## src/rtl/mem_arbiter_if.sv

```systemverilog
// Request/response and byte-wide memory port bundle for mem_arbiter.
// slave = arbiter side, master = requesters plus RAM/IO environment.
interface mem_arbiter_if #(
  parameter int unsigned ADDR_WIDTH = 32
);
  logic                  rdy_in;
  logic                  rob_flush_in;

  logic                  ifetch_req_in;
  logic [ADDR_WIDTH-1:0] ifetch_addr_in;
  logic                  ifetch_done_out;
  logic [31:0]           ifetch_data_out;

  logic                  lbuffer_req_in;
  logic [ADDR_WIDTH-1:0] lbuffer_addr_in;
  logic [1:0]            lbuffer_size_in;
  logic                  lbuffer_done_out;
  logic [31:0]           lbuffer_data_out;

  logic                  store_req_in;
  logic [ADDR_WIDTH-1:0] store_addr_in;
  logic [1:0]            store_size_in;
  logic [31:0]           store_data_in;
  logic                  store_done_out;

  logic                  io_buffer_full_in;
  logic [7:0]            mem_din_in;
  logic [7:0]            mem_dout_out;
  logic [ADDR_WIDTH-1:0] mem_a_out;
  logic                  mem_wr_out;

  modport slave (
    input  rdy_in, rob_flush_in,
    input  ifetch_req_in, ifetch_addr_in,
    output ifetch_done_out, ifetch_data_out,
    input  lbuffer_req_in, lbuffer_addr_in, lbuffer_size_in,
    output lbuffer_done_out, lbuffer_data_out,
    input  store_req_in, store_addr_in, store_size_in, store_data_in,
    output store_done_out,
    input  io_buffer_full_in, mem_din_in,
    output mem_dout_out, mem_a_out, mem_wr_out
  );

  modport master (
    output rdy_in, rob_flush_in,
    output ifetch_req_in, ifetch_addr_in,
    input  ifetch_done_out, ifetch_data_out,
    output lbuffer_req_in, lbuffer_addr_in, lbuffer_size_in,
    input  lbuffer_done_out, lbuffer_data_out,
    output store_req_in, store_addr_in, store_size_in, store_data_in,
    input  store_done_out,
    output io_buffer_full_in, mem_din_in,
    input  mem_dout_out, mem_a_out, mem_wr_out
  );
endinterface

```

## src/rtl/mem_arbiter.sv

```systemverilog
// Fixed-priority (store > load > fetch) arbiter serialising 1/2/4-byte transfers onto
// the byte-wide RAM/IO port. Optional macro IO_STALL_EN: stall IO stores while the IO buffer is full.
module mem_arbiter #(
  parameter int unsigned           ADDR_WIDTH   = 32,
  parameter logic [ADDR_WIDTH-1:0] IO_ADDR_BASE = ADDR_WIDTH'(32'h30000)
) (
  input logic          clk_in,
  input logic          rst_in,
  mem_arbiter_if.slave bus
);

  localparam int unsigned CNT_W  = 3;
  localparam int unsigned WORD_W = 32;

  typedef enum logic [1:0] {
    IDLE     = 2'd0,
    READ_IF  = 2'd1,
    READ_LB  = 2'd2,
    WRITE_ST = 2'd3
  } state_t;

  state_t                state;
  logic [CNT_W-1:0]      cnt;
  logic [CNT_W-1:0]      nbytes;
  logic [ADDR_WIDTH-1:0] base;
  logic [WORD_W-1:0]     wdata;
  logic [WORD_W-1:0]     rdata;

  logic [ADDR_WIDTH-1:0] cur_addr;
  logic [7:0]            wr_byte;
  logic [WORD_W-1:0]     rd_merge;
  logic                  stall_cur;
  logic                  stall_grant;
  logic                  grant_st;
  logic                  grant_lb;
  logic                  grant_if;
  logic [CNT_W-1:0]      st_bytes;
  logic [CNT_W-1:0]      lb_bytes;

  function automatic logic [CNT_W-1:0] size_bytes(input logic [1:0] size);
    logic [CNT_W-1:0] n;
    case (size)
      2'd0:    n = CNT_W'(1);
      2'd1:    n = CNT_W'(2);
      default: n = CNT_W'(4);
    endcase
    return n;
  endfunction

  // Per-cycle address/byte selection and grant qualification.
  always_comb begin
    cur_addr    = base + ADDR_WIDTH'(cnt);
    wr_byte     = wdata[7:0];
    rd_merge    = rdata;
    stall_cur   = 1'b0;
    stall_grant = 1'b0;
    st_bytes    = size_bytes(bus.store_size_in);
    lb_bytes    = size_bytes(bus.lbuffer_size_in);

    case (cnt[1:0])
      2'd1:    wr_byte = wdata[15:8];
      2'd2:    wr_byte = wdata[23:16];
      2'd3:    wr_byte = wdata[31:24];
      default: wr_byte = wdata[7:0];
    endcase

    // Byte k arrives on mem_din_in two edges after its address was driven.
    case (cnt)
      CNT_W'(2): rd_merge[7:0]   = bus.mem_din_in;
      CNT_W'(3): rd_merge[15:8]  = bus.mem_din_in;
      CNT_W'(4): rd_merge[23:16] = bus.mem_din_in;
      CNT_W'(5): rd_merge[31:24] = bus.mem_din_in;
      default:   rd_merge        = rdata;
    endcase

`ifdef IO_STALL_EN
    stall_cur   = (cur_addr >= IO_ADDR_BASE) && bus.io_buffer_full_in;
    stall_grant = (bus.store_addr_in >= IO_ADDR_BASE) && bus.io_buffer_full_in;
`endif

    grant_st = bus.store_req_in && !bus.store_done_out;
    grant_lb = bus.lbuffer_req_in && !bus.lbuffer_done_out && !bus.rob_flush_in;
    grant_if = bus.ifetch_req_in && !bus.ifetch_done_out && !bus.rob_flush_in;
  end

`ifndef IO_STALL_EN
  logic unused_io_full;
  assign unused_io_full = bus.io_buffer_full_in;
`endif

  // Arbitration FSM with all outputs registered; rdy_in low freezes everything.
  always_ff @(posedge clk_in) begin
    if (!rst_in) begin
      state                <= IDLE;
      cnt                  <= '0;
      nbytes               <= '0;
      base                 <= '0;
      wdata                <= '0;
      rdata                <= '0;
      bus.ifetch_done_out  <= 1'b0;
      bus.ifetch_data_out  <= '0;
      bus.lbuffer_done_out <= 1'b0;
      bus.lbuffer_data_out <= '0;
      bus.store_done_out   <= 1'b0;
      bus.mem_dout_out     <= '0;
      bus.mem_a_out        <= '0;
      bus.mem_wr_out       <= 1'b0;
    end else if (bus.rdy_in) begin
      bus.ifetch_done_out  <= 1'b0;
      bus.lbuffer_done_out <= 1'b0;
      bus.store_done_out   <= 1'b0;

      case (state)
        IDLE: begin
          if (grant_st) begin
            state  <= WRITE_ST;
            base   <= bus.store_addr_in;
            nbytes <= st_bytes;
            wdata  <= bus.store_data_in;
            if (stall_grant) begin
              cnt            <= '0;
              bus.mem_wr_out <= 1'b0;
            end else begin
              cnt                <= CNT_W'(1);
              bus.mem_a_out      <= bus.store_addr_in;
              bus.mem_dout_out   <= bus.store_data_in[7:0];
              bus.mem_wr_out     <= 1'b1;
              bus.store_done_out <= (st_bytes == CNT_W'(1));
            end
          end else if (grant_lb) begin
            state          <= READ_LB;
            base           <= bus.lbuffer_addr_in;
            nbytes         <= lb_bytes;
            rdata          <= '0;
            cnt            <= CNT_W'(1);
            bus.mem_a_out  <= bus.lbuffer_addr_in;
            bus.mem_wr_out <= 1'b0;
          end else if (grant_if) begin
            state          <= READ_IF;
            base           <= bus.ifetch_addr_in;
            nbytes         <= CNT_W'(4);
            rdata          <= '0;
            cnt            <= CNT_W'(1);
            bus.mem_a_out  <= bus.ifetch_addr_in;
            bus.mem_wr_out <= 1'b0;
          end
        end

        READ_IF, READ_LB: begin
          if (bus.rob_flush_in) begin
            state         <= IDLE;
            cnt           <= '0;
            bus.mem_a_out <= '0;
          end else begin
            rdata <= rd_merge;
            if (cnt == CNT_W'(nbytes + CNT_W'(1))) begin
              state         <= IDLE;
              cnt           <= '0;
              bus.mem_a_out <= '0;
              if (state == READ_IF) begin
                bus.ifetch_done_out <= 1'b1;
                bus.ifetch_data_out <= rd_merge;
              end else begin
                bus.lbuffer_done_out <= 1'b1;
                bus.lbuffer_data_out <= rd_merge;
              end
            end else begin
              cnt           <= cnt + CNT_W'(1);
              bus.mem_a_out <= (cnt < nbytes) ? cur_addr : '0;
            end
          end
        end

        WRITE_ST: begin
          if (cnt == nbytes) begin
            state            <= IDLE;
            cnt              <= '0;
            bus.mem_wr_out   <= 1'b0;
            bus.mem_a_out    <= '0;
            bus.mem_dout_out <= '0;
          end else if (stall_cur) begin
            bus.mem_wr_out <= 1'b0;
          end else begin
            cnt                <= cnt + CNT_W'(1);
            bus.mem_a_out      <= cur_addr;
            bus.mem_dout_out   <= wr_byte;
            bus.mem_wr_out     <= 1'b1;
            bus.store_done_out <= (cnt == CNT_W'(nbytes - CNT_W'(1)));
          end
        end

        default: state <= IDLE;
      endcase
    end
  end

endmodule

```

## src/flat_wrapper.sv

```systemverilog
// flat-port wrapper written by rule: the top's interface ports become plain ports
module mem_arbiter_flat 
#(
  parameter int unsigned           ADDR_WIDTH   = 32,
  parameter logic [ADDR_WIDTH-1:0] IO_ADDR_BASE = ADDR_WIDTH'(32'h30000)
)
  (clk_in, rst_in, bus_rdy_in, bus_rob_flush_in, bus_ifetch_req_in, bus_ifetch_addr_in, bus_ifetch_done_out, bus_ifetch_data_out, bus_lbuffer_req_in, bus_lbuffer_addr_in, bus_lbuffer_size_in, bus_lbuffer_done_out, bus_lbuffer_data_out, bus_store_req_in, bus_store_addr_in, bus_store_size_in, bus_store_data_in, bus_store_done_out, bus_io_buffer_full_in, bus_mem_din_in, bus_mem_dout_out, bus_mem_a_out, bus_mem_wr_out);
  mem_arbiter_if #(.ADDR_WIDTH(ADDR_WIDTH)) bus_i ();
  input logic clk_in;
  input logic rst_in;
  input wire logic [$bits(bus_i.rdy_in)-1:0] bus_rdy_in;
  input wire logic [$bits(bus_i.rob_flush_in)-1:0] bus_rob_flush_in;
  input wire logic [$bits(bus_i.ifetch_req_in)-1:0] bus_ifetch_req_in;
  input wire logic [$bits(bus_i.ifetch_addr_in)-1:0] bus_ifetch_addr_in;
  output wire logic [$bits(bus_i.ifetch_done_out)-1:0] bus_ifetch_done_out;
  output wire logic [$bits(bus_i.ifetch_data_out)-1:0] bus_ifetch_data_out;
  input wire logic [$bits(bus_i.lbuffer_req_in)-1:0] bus_lbuffer_req_in;
  input wire logic [$bits(bus_i.lbuffer_addr_in)-1:0] bus_lbuffer_addr_in;
  input wire logic [$bits(bus_i.lbuffer_size_in)-1:0] bus_lbuffer_size_in;
  output wire logic [$bits(bus_i.lbuffer_done_out)-1:0] bus_lbuffer_done_out;
  output wire logic [$bits(bus_i.lbuffer_data_out)-1:0] bus_lbuffer_data_out;
  input wire logic [$bits(bus_i.store_req_in)-1:0] bus_store_req_in;
  input wire logic [$bits(bus_i.store_addr_in)-1:0] bus_store_addr_in;
  input wire logic [$bits(bus_i.store_size_in)-1:0] bus_store_size_in;
  input wire logic [$bits(bus_i.store_data_in)-1:0] bus_store_data_in;
  output wire logic [$bits(bus_i.store_done_out)-1:0] bus_store_done_out;
  input wire logic [$bits(bus_i.io_buffer_full_in)-1:0] bus_io_buffer_full_in;
  input wire logic [$bits(bus_i.mem_din_in)-1:0] bus_mem_din_in;
  output wire logic [$bits(bus_i.mem_dout_out)-1:0] bus_mem_dout_out;
  output wire logic [$bits(bus_i.mem_a_out)-1:0] bus_mem_a_out;
  output wire logic [$bits(bus_i.mem_wr_out)-1:0] bus_mem_wr_out;
  assign bus_i.rdy_in = bus_rdy_in;
  assign bus_i.rob_flush_in = bus_rob_flush_in;
  assign bus_i.ifetch_req_in = bus_ifetch_req_in;
  assign bus_i.ifetch_addr_in = bus_ifetch_addr_in;
  assign bus_ifetch_done_out = bus_i.ifetch_done_out;
  assign bus_ifetch_data_out = bus_i.ifetch_data_out;
  assign bus_i.lbuffer_req_in = bus_lbuffer_req_in;
  assign bus_i.lbuffer_addr_in = bus_lbuffer_addr_in;
  assign bus_i.lbuffer_size_in = bus_lbuffer_size_in;
  assign bus_lbuffer_done_out = bus_i.lbuffer_done_out;
  assign bus_lbuffer_data_out = bus_i.lbuffer_data_out;
  assign bus_i.store_req_in = bus_store_req_in;
  assign bus_i.store_addr_in = bus_store_addr_in;
  assign bus_i.store_size_in = bus_store_size_in;
  assign bus_i.store_data_in = bus_store_data_in;
  assign bus_store_done_out = bus_i.store_done_out;
  assign bus_i.io_buffer_full_in = bus_io_buffer_full_in;
  assign bus_i.mem_din_in = bus_mem_din_in;
  assign bus_mem_dout_out = bus_i.mem_dout_out;
  assign bus_mem_a_out = bus_i.mem_a_out;
  assign bus_mem_wr_out = bus_i.mem_wr_out;
  mem_arbiter #(.ADDR_WIDTH(ADDR_WIDTH), .IO_ADDR_BASE(IO_ADDR_BASE)) u_core (.clk_in(clk_in), .rst_in(rst_in), .bus(bus_i));
endmodule
```

## config.mk

```make
export PLATFORM = sky130hd
export DESIGN_NAME = mem_arbiter_flat
export DESIGN_NICKNAME = d
export VERILOG_FILES = /design/src/rtl/mem_arbiter_if.sv /design/src/rtl/mem_arbiter.sv /design/src/flat_wrapper.sv
export SDC_FILE = /design/constraint.sdc
export NUM_CORES = 1
export LEC_CHECK = 0
export BUFFER_PORTS_ARGS = -buffer_cell sky130_fd_sc_hd__buf_2
export CELL_PAD_IN_SITES_DETAIL_PLACEMENT = 0
export CELL_PAD_IN_SITES_GLOBAL_PLACEMENT = 1
export CORE_ASPECT_RATIO = 0.7
export CORE_UTILIZATION = 40
export DETAILED_ROUTE_END_ITERATION = 16
export GPL_TIMING_DRIVEN = 1
export PLACE_DENSITY_LB_ADDON = 0.1
export SLEW_MARGIN = 20
export SYNTH_ARGS = -nofsm -noshare
export SYNTH_HDL_FRONTEND = slang
export SYNTH_SLANG_ARGS = --single-unit
```

## constraint.sdc

```tcl
create_clock -name clk_in -period 3.15 [get_ports clk_in]
set_input_delay 0.315 -clock clk_in [delete_from_list [all_inputs] [get_ports clk_in]]
set_output_delay 0.315 -clock clk_in [all_outputs]
set_load 0.03 [all_outputs]
```

* Yosys cells after proc, flatten, opt, wreduce, memory -nomap -nowiden *
Cells that the tools add are included.
W data, S select, Z words.

word-level totals
  register bits = 212
  bits of input ports = 148
  output and inout port bits = 108
  word-level logic and storage cells = 125

operators by class
  add/sub/neg operators = 4
  $lt $le $gt $ge = 1
  equal/unequal tests = 23
  multiplexer cells = 56
  bitwise gates (word level) = 2
  reduce and logical (&&, ||, !) cells = 25

operator list
  operator               count
  $mux W32               11
  $pmux W32 S3           1
  $pmux W32 S2           1
  $mux W8                6
  $add A32 B3 Y32        1
  $mux W3                9
  $pmux W8 S3            1
  $pmux W8 S2            1
  $reduce_and A5 Y1      3
  $mux W1                14
  $mux W2                6
  $pmux W3 S2            2
  $reduce_and A3 Y1      4
  $eq A3 B3 Y1           3
  $pmux W3 S3            1
  $eq A2 B1 Y1 const B   4
  $eq A2 B2 Y1 const B   4
  $add A3 B1 Y3 const B  2
  $eq A3 B2 Y1 const B   2
  $eq A3 B3 Y1 const B   2
  $logic_not A2 Y1       3
  $pmux W2 S3            1
  $logic_and A1 B1 Y1    5
  $logic_not A1 Y1       4
  other kinds (15)       20

* Logic depth before layout (Yosys ltp) *
Gate-level depths: netlist of run 1.

  word-level depth = 7
  gate-level depth with buffers = 9
  mapped depth without buffers = 8

* Worst setup path before layout of run 1 *
Ideal clock, no wire load.

  path type = reg2reg
  start point = register u_core.cnt[0]
  end point = register u_core.bus.mem_a_out[14]
  setup time = 0.123 ns
  data arrival time = 2.218 ns
  required time = 3.027 ns
  slack = 0.809 ns
  stages on the path, launching flop included = 10
  buffers on the path = 1
  period minus slack after synthesis = 2.341 ns
  cells stage by stage = dfxtp_1 > ha_1 > inv_1 > fa_1 > nor2b_1 > o2111ai_1 > clkbuf_1 > xnor2_1 > a221oi_1 > nor2_1

between the ends
  cells in the longest elaborated chain, start to end = 5
  elaborated cells between the ends (all ways) = 9
  those cells by class = add/sub (1); order compare (1); eq/ne (2); mux (5)

RTL lines
  what                                             RTL line                               text
  from (decl)                                      mem_arbiter.sv:23                      logic [CNT_W-1:0] cnt;
  from (signal assigned)                           mem_arbiter.sv:168                     cnt <= cnt + CNT_W'(1);
  from (signal assigned)                           mem_arbiter.sv:184                     cnt <= cnt + CNT_W'(1);
  $add A32 B3 Y32 or $lt A3 B3 Y1 (tied branches)  mem_arbiter.sv:52, mem_arbiter.sv:169
  $mux W32                                         mem_arbiter.sv:169                     bus.mem_a_out <= (cnt < nbytes) ? cur_addr : '0;
  $mux W32                                         mem_arbiter.sv:156                     if (cnt == CNT_W'(nbytes + CNT_W'(1))) begin
  $mux W32                                         mem_arbiter.sv:150                     if (bus.rob_flush_in) begin
  $pmux W32 S3 (*)                                 mem_arbiter.sv:113                     case (state)
  to (signal assigned)                             mem_arbiter.sv:125                     bus.mem_a_out <= bus.store_addr_in;
  to (signal assigned)                             mem_arbiter.sv:169
  to (signal assigned)                             mem_arbiter.sv:185                     bus.mem_a_out <= cur_addr;
  to (decl)                                        mem_arbiter_if.sv:41                   output mem_dout_out, mem_a_out, mem_wr_out

Mark *: on every way between the ends. The rest lies on a longest branch, timed or not.
A chain may end at the register's enable or synchronous reset.

* Final worst setup path of run 1 *
  start point = register u_core.state[0]
  end point = register u_core.rdata[28]

between the ends
  cells in the longest elaborated chain, start to end = 4
  elaborated cells between the ends (all ways) = 10
  those cells by class = eq/ne (5); mux (1); reduce/logical (4)

RTL lines
  what                                                          RTL line            text
  from (decl)                                                   mem_arbiter.sv:22   state_t state;
  from (signal assigned)                                        mem_arbiter.sv:94   state <= IDLE;
  from (signal assigned)                                        mem_arbiter.sv:116  state <= WRITE_ST;
  from (signal assigned)                                        mem_arbiter.sv:131  state <= READ_LB;
  $eq A2 B2 Y1 or $eq A2 B1 Y1 (tied branches)                  mem_arbiter.sv:113
  $reduce_or A2 Y1                                              mem_arbiter.sv:113
  $ne A2 B2 Y1 (no line) or $reduce_bool A2 Y1 (tied branches)  -
  $reduce_and A5 Y1 (no line)                                   -
  to (signal assigned)                                          mem_arbiter.sv:155  rdata <= rd_merge;
  to (decl)                                                     mem_arbiter.sv:27   logic [WORD_W-1:0] rdata;

Several ways; a longest one is shown, not always the timed one.

==> results of run 1 <==
==> cell type report <==
class,count,share of cell area (%)
antenna,2,0.0384
clock buffer,34,5.45
clock inverter,9,0.990
inverter,18,0.519
multi-input combinational,897,45.3
sequential,212,32.6
tap,357,3.43
timing repair buffer,282,11.7
==> layer usage <==
| layer | GRT usage (%) | up-vias | routed length (µm) |
|---|---|---|---|
| li1 | - | 4856 | - |
| met5 | 0 | - | 0 |
| met1 | 35.1 | 4614 | 16500 |
| met2 | 33.6 | 239 | 13000 |
| met3 | 3.09 | 34 | 1480 |
| met4 | 4.61 | 0 | 444 |
==> cells in the final DEF (no fill, tap or decap), drive strengths merged, types with 8 or more instances in the layout <==
master / n
buf: 282
nand2: 263
dfxtp: 212
o21ai: 91
o211a: 73
mux2i: 69
a21boi: 68
a21oi: 49
nor2b: 48
clkbuf: 34
a32oi: 32
nor2: 23
inv: 18
ha: 18
a221oi: 15
nor3: 12
o31a: 11
nor4: 11
a211oi: 10
nand3: 9
nand4: 9
xnor2: 8
a222oi: 8
==> registers in the layout, indices dropped and copies added, names as in the netlist <==
name and flops:
u_core.bus.ifetch_data_out 32, u_core.bus.mem_wr_out 1, u_core.bus.lbuffer_data_out 32, u_core.wdata 32
u_core.nbytes 3, u_core.state 2, u_core.bus.ifetch_done_out 1, u_core.base 32
u_core.rdata 32, u_core.bus.lbuffer_done_out 1, u_core.bus.mem_a_out 32, u_core.cnt 3
u_core.bus.mem_dout_out 8, u_core.bus.store_done_out 1
==> critical path, cell delays in order, from the launching register on <==
cell and delay [ps]:
dfxtp_1 410, inv_1 70, ha_2 320, buf_4 400, nor2b_1 90, o21ai_1 570, a221o_1 420, a32oi_1 100
nor2b_1 150
==> final timing paths <==
path / start / slack, ps / to
hold / removal: bus_store_data_in[16] / 50 / u_core.wdata[16]$_SDFFE_PN0P_
hold reg to reg: u_core.wdata[1]$_SDFFE_PN0P_ / 460 / u_core.wdata[1]$_SDFFE_PN0P_
setup / recovery: u_core.state[0]$_SDFFE_PN0P_ / 550 / u_core.rdata[28]$_SDFFE_PN0P_
setup reg to reg: u_core.state[0]$_SDFFE_PN0P_ / 550 / u_core.rdata[28]$_SDFFE_PN0P_
==> per-stage QoR <==
step                util, %  std cells
floorplan                 -       1238
global placement       46.9       1766
detailed placement     46.9       1766
CTS                    50.2       1809
global route           50.2       1811
finish                 50.2       1811
==> kinds of logic (layout without fill, tap and decap cells) <==
logic type	count (synthesis)	count (layout)	share of synthesized area, %
flip-flops	212	212	39.8
adder cells (fa/ha/maj)	19	19	2.30
AO/OA/AOI/OAI	388	388	27.3
multiplexers	69	69	6.48
other	0	2	0
AND/OR/NAND/NOR	406	406	17.3
XOR/XNOR	15	15	1.51
buffers and inverters	129	343	5.28
==> power by group <==
| part | leakage (nW) | total, mW | switching [mW] | internal [mW] |
|---|---|---|---|---|
| clock | 0.407 | 2.95 | 1.14 | 1.81 |
| combinational | 3.95 | 1.35 | 0.893 | 0.462 |
| sequential | 1.72 | 2.97 | 0.120 | 2.85 |
| total | 6.09 | 7.27 | 2.15 | 5.12 |
==> results_dict.tcl, run 1 <==
set metrics [dict create \
    num_vias 9743 \
    n_fill_cell 2567 \
    design_area_mm2 0.0130 \
    cellPowerDensity_mw_per_mm2 559 \
    place_area_mm2 0.0122 \
    cap_violations 0 \
    clkTransAtPathRegs_ps 60 \
    cp.arrival_ps 3050 \
    skew_ps 16.5 \
    start_util_pct 41.1 \
    ys_ff_latch 212 \
    hold_slack_ps 46.1 \
    ctsHoldBuffers 0 \
    synth-edff-count 0 \
    drv_slew 0 \
    synth_area_mm2 0.0107 \
    slew_headroom_pct 43.9 \
    timing.fmax_ghz 0.384 \
    dp_hpwl_mm 21.4 \
    wl_mm 31.4 \
    yosysMostFrequentCell "nand2_1" \
    final_nets 1602 \
    die_h_um 139 \
    fp.dieW_um 197 \
    synthCells 1238 \
    io_pins 256 \
    die-area_mm2 0.0273 \
    clockRootBuffer "clkbuf_16" \
    fp.coreArea_mm2 0.0259 \
    postCtsSetupBuffers 0 \
    cts_tree "built" \
    cts_num_sinks 212 \
    grt_max_degree 68 \
    final-seq-area_mm2 0.00424 \
    ys_warn_count 0 \
    finalCritPeriodShare_pct 82.6 \
    yosys.area.top_type "dfxtp_1" \
    grt_pass1_wl_mm 50.3 \
    firstDrtPassIters 5 \
    grt_antenna_before_repair 2 \
    grt_usage_pct 22.8 \
    startpoint_type "flop" \
    avgSynthCellArea_um2 8.61 \
    async_flop_share_pct 0 \
    crit_type "flop to flop" \
    peakVddDrop_mv 0.422 \
    total_power_mw 7.27 \
    routedWlPerCell_um 17.3 \
    hold_path_class "input port to flop" \
    required_ps 3600 \
    synth-main-ff-cell "dfxtp_1" \
    cts_resized 0 \
    synth_top_cell_area_share_pct 39.8 \
    cts_buffers 24 \
    status "finished clean" \
    rows 49 \
    antenna_left 0 \
    area_growth_pct 22.2 \
    multi_input_area_mm2 0.00590 \
    first_global_vias 9096 \
    finalSetupViolCount 0 \
    setup_ws_ps 548 \
    finalHoldViolCount 0 \
    end_kind "flop" \
    viasPerCell 5.38 \
    grt-ovfl-total 0 \
    reg2reg_depth 8 \
    p_leak_nw 6.09 \
    worstPathMaxFanout 40 \
    drive_gt1_share_pct 23.4 \
    routabilityCongestion 0.799 \
    portBuffers 254 \
    setup_tns_ps 0 \
    ys_types 59 \
    worst_pin_slew_ps 841 \
    ys_seq_area_share_pct 39.8 \
    rsz0062_at_grt "no" \
    post-place-ws_ps 615 \
    synth_commonest_cells "263 x nand2_1, 212 x dfxtp_1, 88 x o21ai_0" \
    clock_latency_ps 520 \
    drc 0 \
    finalCriticalPeriod_ps 2600 \
    min_path_cells 3 \
    htree_levels 1 \
    syn_nets 1405 \
    synth_area_leaders "dfxtp_1 40%, nand2_1 9.3%, o211a_1 6.9%" \
    cts_buffer_depth 3 \
    drtIter0Drc 531 \
]
Note: power is estimated with default switching activity, not from simulation.
==> run 2, diff against run 1 <==
--- a/config.mk
+++ b/config.mk
@@ -9,7 +9,7 @@
 export CELL_PAD_IN_SITES_DETAIL_PLACEMENT = 0
 export CELL_PAD_IN_SITES_GLOBAL_PLACEMENT = 1
 export CORE_ASPECT_RATIO = 0.7
-export CORE_UTILIZATION = 40
+export CORE_UTILIZATION = 36
 export DETAILED_ROUTE_END_ITERATION = 16
 export GPL_TIMING_DRIVEN = 1
 export PLACE_DENSITY_LB_ADDON = 0.1
==> constraint.sdc (replaced) <==
create_clock -name clk_in -period 2.2 [get_ports clk_in]
set_input_delay 0.22 -clock clk_in [delete_from_list [all_inputs] [get_ports clk_in]]
set_output_delay 0.22 -clock clk_in [all_outputs]
set_load 0.03 [all_outputs]
==> results_dict.tcl, run 2 (synthesized netlist as in run 1, its figures left out) <==
set metrics [dict create \
    clkTransAtPathRegs_ps 60 \
    fp.coreArea_mm2 0.0290 \
    drive_gt1_share_pct 26.8 \
    p_leak_nw 6.51 \
    cts_num_sinks 212 \
    dp_hpwl_mm 22.8 \
    drv_slew 0 \
    critPathCapture "u_core.bus.mem_a_out[14]$_SDFFE_PN0P_" \
    num_vias 10049 \
    n_fill_cell 2863 \
    timing.fmax_ghz 0.469 \
    cap_violations 0 \
    setup_ws_ps 67.3 \
    end_kind "flop" \
    routedWlPerCell_um 18.5 \
    htree_levels 1 \
    cp-startpoint "u_core.cnt[0]$_SDFFE_PN0P_" \
    fp.dieW_um 208 \
    cts_tree "built" \
    finalHoldViolCount 0 \
    die-area_mm2 0.0303 \
    slew_headroom_pct 61.2 \
    post-place-ws_ps -24.3 \
    viasPerCell 5.28 \
    worstPathMaxFanout 6 \
    wl_mm 35.2 \
    total_power_mw 10.9 \
    cts_buffers 24 \
    cp.arrival_ps 2550 \
    finalCritPeriodShare_pct 96.9 \
    required_ps 2620 \
    die_h_um 146 \
    routabilityCongestion 0.806 \
    final_common_cell "nand2_1" \
    final_util_pct 48.4 \
    cellPowerDensity_mw_per_mm2 775 \
    finalCriticalPeriod_ps 2130 \
    layout_common_cells "263 x nand2_1, 253 x buf_2, 208 x dfxtp_1" \
    status "finished clean" \
    clock_latency_ps 530 \
    grt_antenna_before_repair 1 \
    rows 52 \
    hold_path_class "input port to flop" \
    firstDrtPassIters 5 \
    cts_buffer_depth 3 \
    final_nets 1674 \
    reg2reg_depth 9 \
    grt_usage_pct 21.8 \
    skew_ps 11.4 \
    crit_type "flop to flop" \
    drtIter0Drc 759 \
    io_pins 256 \
    peakVddDrop_mv 0.490 \
    grt_max_degree 139 \
    min_path_cells 3 \
    clockRootBuffer "clkbuf_16" \
    drc 0 \
    start_util_pct 36.7 \
    first_global_vias 9420 \
    worst_pin_slew_ps 582 \
    timing.rr.start "u_core.cnt[0]$_SDFFE_PN0P_" \
    finalSetupViolCount 0 \
    r2r-end "u_core.bus.mem_a_out[14]$_SDFFE_PN0P_" \
    startpoint_type "flop" \
    area_growth_pct 31.7 \
    portBuffers 254 \
    antenna_left 0 \
    grt-ovfl-total 0 \
    regToRegSetupSlack_ps 70 \
    grt_pass1_wl_mm 53.2 \
]
run 2: cell types whose count changed in the layout (fill, tap and decap cells not counted), moves of 5 or more:
cell,delta
dlygate4sd3_1,+32
ha_1,-5
buf_4,+24
buf_12,+10
o21ai_1,+10
o21ai_0,-12
run 2: layout make-up:
class                      count  area (µm²)  share of cell area [%]
sequential                   212        4250                    30.3
timing repair buffer         354        2350                    16.7
inverter                      18        67.6                   0.481
multi-input combinational    897        6030                    42.9
antenna                        1        2.50                  0.0178
clock buffer                  32         702                    5.00
clock inverter                12         170                    1.21
tap                          378         473                    3.37
run 2: layer usage:
layer	GRT usage [%]	up-vias	routed length, µm
li1	-	4991	-
met1	33.6	4786	18700
met2	31.8	241	14400
met3	3.67	31	1660
met4	3.74	0	481
met5	0	-	0
run 2: critical path: stages, from the launching register on:
cell and delay [ps]:
dfxtp_2 350, ha_4 140, inv_1 50, fa_2 420, nor2b_4 200, o2111ai_4 190, buf_4 220, xnor2_1 130
a221oi_1 260, nor2_1 80
run 2: worst min-delay path by stage:
stage	slack, ps	to	start
after global placement	450	u_core.wdata[21]$_SDFFE_PN0P_	u_core.wdata[21]$_SDFFE_PN0P_
after floorplan	360	u_core.wdata[0]$_SDFFE_PN0P_	bus_store_data_in[0]
after global routing	60	u_core.base[27]$_SDFFE_PN0P_	bus_store_addr_in[27]
after CTS	30	u_core.base[27]$_SDFFE_PN0P_	bus_store_addr_in[27]
after detailed placement	460	u_core.wdata[16]$_SDFFE_PN0P_	u_core.wdata[16]$_SDFFE_PN0P_
final	40	u_core.base[27]$_SDFFE_PN0P_	bus_store_addr_in[27]
run 2: power by group:
group          switching [mW]  total, mW  internal, mW
sequential              0.165       4.24          4.08
clock                    1.74       4.46          2.72
combinational            1.38       2.18         0.806
run 2: what timing repair did:
item | CTS | global route
endpoints found under the hold margin | 32 | 0
cloned | 0 | 6
endpoints found under the setup margin | 6 | 122
hold buffers | 32 | 0
gates resized for setup | 1 | 47
buffers inserted | 0 | 2
pin swaps | 0 | 8
run 2: per-stage QoR:
step	hold WS, ps	cells	setup TNS [ps]	cell area, µm²
after floorplan	365	1238	0	10700
after global placement	450	1819	0	12600
after detailed placement	456	1819	-45.3	12600
after CTS	26.3	1895	0	13800
after global routing	58.7	1903	-133	14000
final	38.7	1904	0	14000
==> run 3, diff against run 2 <==
--- a/config.mk
+++ b/config.mk
@@ -5,14 +5,16 @@
 export SDC_FILE = /design/constraint.sdc
 export NUM_CORES = 1
 export LEC_CHECK = 0
-export BUFFER_PORTS_ARGS = -buffer_cell sky130_fd_sc_hd__buf_2
+export ABC_AREA = 1
 export CELL_PAD_IN_SITES_DETAIL_PLACEMENT = 0
 export CELL_PAD_IN_SITES_GLOBAL_PLACEMENT = 1
 export CORE_ASPECT_RATIO = 0.7
-export CORE_UTILIZATION = 36
+export CORE_UTILIZATION = 40
 export DETAILED_ROUTE_END_ITERATION = 16
+export DONT_BUFFER_PORTS = 1
 export GPL_TIMING_DRIVEN = 1
 export PLACE_DENSITY_LB_ADDON = 0.1
+export RECOVER_POWER = 25
 export SLEW_MARGIN = 20
 export SYNTH_ARGS = -nofsm -noshare
 export SYNTH_HDL_FRONTEND = slang
==> results_dict.tcl, run 3 <==
set metrics [dict create \
    crit_type "flop to flop" \
    synth_top_cell_area_share_pct 40.6 \
    grt_antenna_before_repair 1 \
    cellPowerDensity_mw_per_mm2 835 \
    syn_nets 1669 \
    drc 0 \
    num_vias 9967 \
    drv_slew 0 \
    htree_levels 1 \
    clkTransAtPathRegs_ps 70 \
    final_nets 1725 \
    n_fill_cell 2638 \
    routedWlPerCell_um 17.7 \
    rsz0062_at_grt "no" \
    status "finished clean" \
    finalHoldViolCount 0 \
    async_flop_share_pct 0 \
    synth-edff-count 0 \
    drive_gt1_share_pct 8.44 \
    required_ps 2650 \
    grt_pass1_wl_mm 52.4 \
    finalCritPeriodShare_pct 92.9 \
    rows 49 \
    cts_num_sinks 212 \
    ys_ff_latch 212 \
    antenna_left 0 \
    first_global_vias 9196 \
    clockRootBuffer "clkbuf_16" \
    die-area_mm2 0.0268 \
    dp_hpwl_mm 23.2 \
    area_growth_pct 18.5 \
    grt-ovfl-total 0 \
    place_area_mm2 0.0109 \
    cp.arrival_ps 2500 \
    clock_latency_ps 520 \
    drtIter0Drc 580 \
    timing.fmax_ghz 0.489 \
    ys_warn_count 0 \
    startpoint_type "flop" \
    p_leak_nw 5.02 \
    yosys.area.top_type "dfxtp_1" \
    final_common_cell "nand2_1" \
    avgSynthCellArea_um2 6.95 \
    synthCells 1502 \
    design_area_mm2 0.0124 \
    firstDrtPassIters 5 \
    grt_usage_pct 24.9 \
    cts_tree "built" \
    synth_commonest_cells "323 x nand2_1, 212 x dfxtp_1, 208 x a21oi_1" \
    cap_violations 0 \
    cts_buffers 24 \
    slew_headroom_pct 69.8 \
    fp.coreArea_mm2 0.0257 \
    synth-main-ff-cell "dfxtp_1" \
    grt_max_degree 113 \
    finalSetupViolCount 0 \
    synth_area_mm2 0.0104 \
    finalCriticalPeriod_ps 2040 \
    yosysMostFrequentCell "nand2_1" \
    ys_seq_area_share_pct 40.6 \
    layout_common_cells "321 x nand2_1, 211 x dfxtp_1, 208 x a21oi_1" \
    cts_buffer_depth 3 \
    ys_types 41 \
    synth_area_leaders "dfxtp_1 41%, nand2_1 12%, a21oi_1 10%" \
    worstPathMaxFanout 6 \
    worst_pin_slew_ps 454 \
    start_util_pct 40.7 \
    setup_tns_ps 0 \
    die_h_um 137 \
    routabilityCongestion 0.867 \
    wl_mm 33.9 \
    end_kind "flop" \
    hold_path_class "input port to flop" \
    portBuffers 0 \
    peakVddDrop_mv 0.389 \
    io_pins 256 \
    fp.dieW_um 195 \
    viasPerCell 5.22 \
    skew_ps 9.15 \
]
## run 3: metrics by stage
stage	power (mW)	util (%)	std cells	hold slack, ps	setup slack [ps]
finish	10.3	48.2	1909	16.8	156
global route	10.8	48.2	1907	26.6	7.03
CTS	10.4	48.0	1904	1.94	24.1
detailed placement	6.27	42.6	1802	368	51.6
global placement	6.25	42.6	1802	361	84.4
floorplan	5.76	-	1502	355	159
## run 3: final cells by class
cell class | instances | area, µm² | area share, %
Antenna cell | 3 | 7.51 | 0.0607
Clock buffer | 38 | 714 | 5.77
Clock inverter | 5 | 58.8 | 0.475
Inverter | 165 | 644 | 5.21
Multi-Input combinational cell | 1038 | 5180 | 41.9
Sequential cell | 212 | 4250 | 34.3
Tap cell | 331 | 414 | 3.35
Timing Repair Buffer | 117 | 1110 | 8.98
## run 3: logic make-up after synthesis
kind of cell             synth area share, %
XOR/XNOR                                1.34
buffers and inverters                   10.0
AND/OR/NAND/NOR                         22.6
AO/OA/AOI/OAI                           22.3
adder cells (fa/ha/maj)                 2.35
multiplexers                           0.767
flip-flops                              40.6
## run 3: critical path, cell delays in order (launching register included)
cell	delay [ps]
dfxtp_1	410
ha_1	420
inv_1	60
nand2_1	100
nand2_1	100
nor2_2	150
nand2_1	130
nor2_2	240
nand2_1	80
nand2_1	60
nand3_1	80
a21oi_1	130
## run 3: worst paths after layout
check	startpoint	to	slack, ps	cells past startpoint
max	u_core.cnt[2]$_SDFFE_PN0P_	u_core.bus.mem_a_out[27]$_SDFFE_PN0P_	160	11
min	bus_ifetch_addr_in[25]	u_core.base[25]$_SDFFE_PN0P_	20	4
min reg2reg	u_core.wdata[17]$_SDFFE_PN0P_	u_core.wdata[17]$_SDFFE_PN0P_	450	2
max reg2reg	u_core.cnt[2]$_SDFFE_PN0P_	u_core.bus.mem_a_out[27]$_SDFFE_PN0P_	160	11
## run 3: timing repair
item                                   CTS  global route
endpoints found under the hold margin  124             0
setup buffers                            0             2
resized for setup                        0            22
hold buffers                            59             0
setup endpoints to repair                0            55
## run 3: power breakdown
group	leakage (nW)	internal, mW	switching, mW
clock	0.370	2.34	1.66
combinational	2.92	0.625	1.20
sequential	1.73	4.13	0.386
total	5.02	7.10	3.24
## run 3: metal layers
metal	vias up	share of wire, %	track usage [%]
met2	268	40	36.2
met3	36	6.1	4.36
met1	4588	52	38.0
li1	5075	-	-
met5	-	0	0
met4	0	1.6	4.86
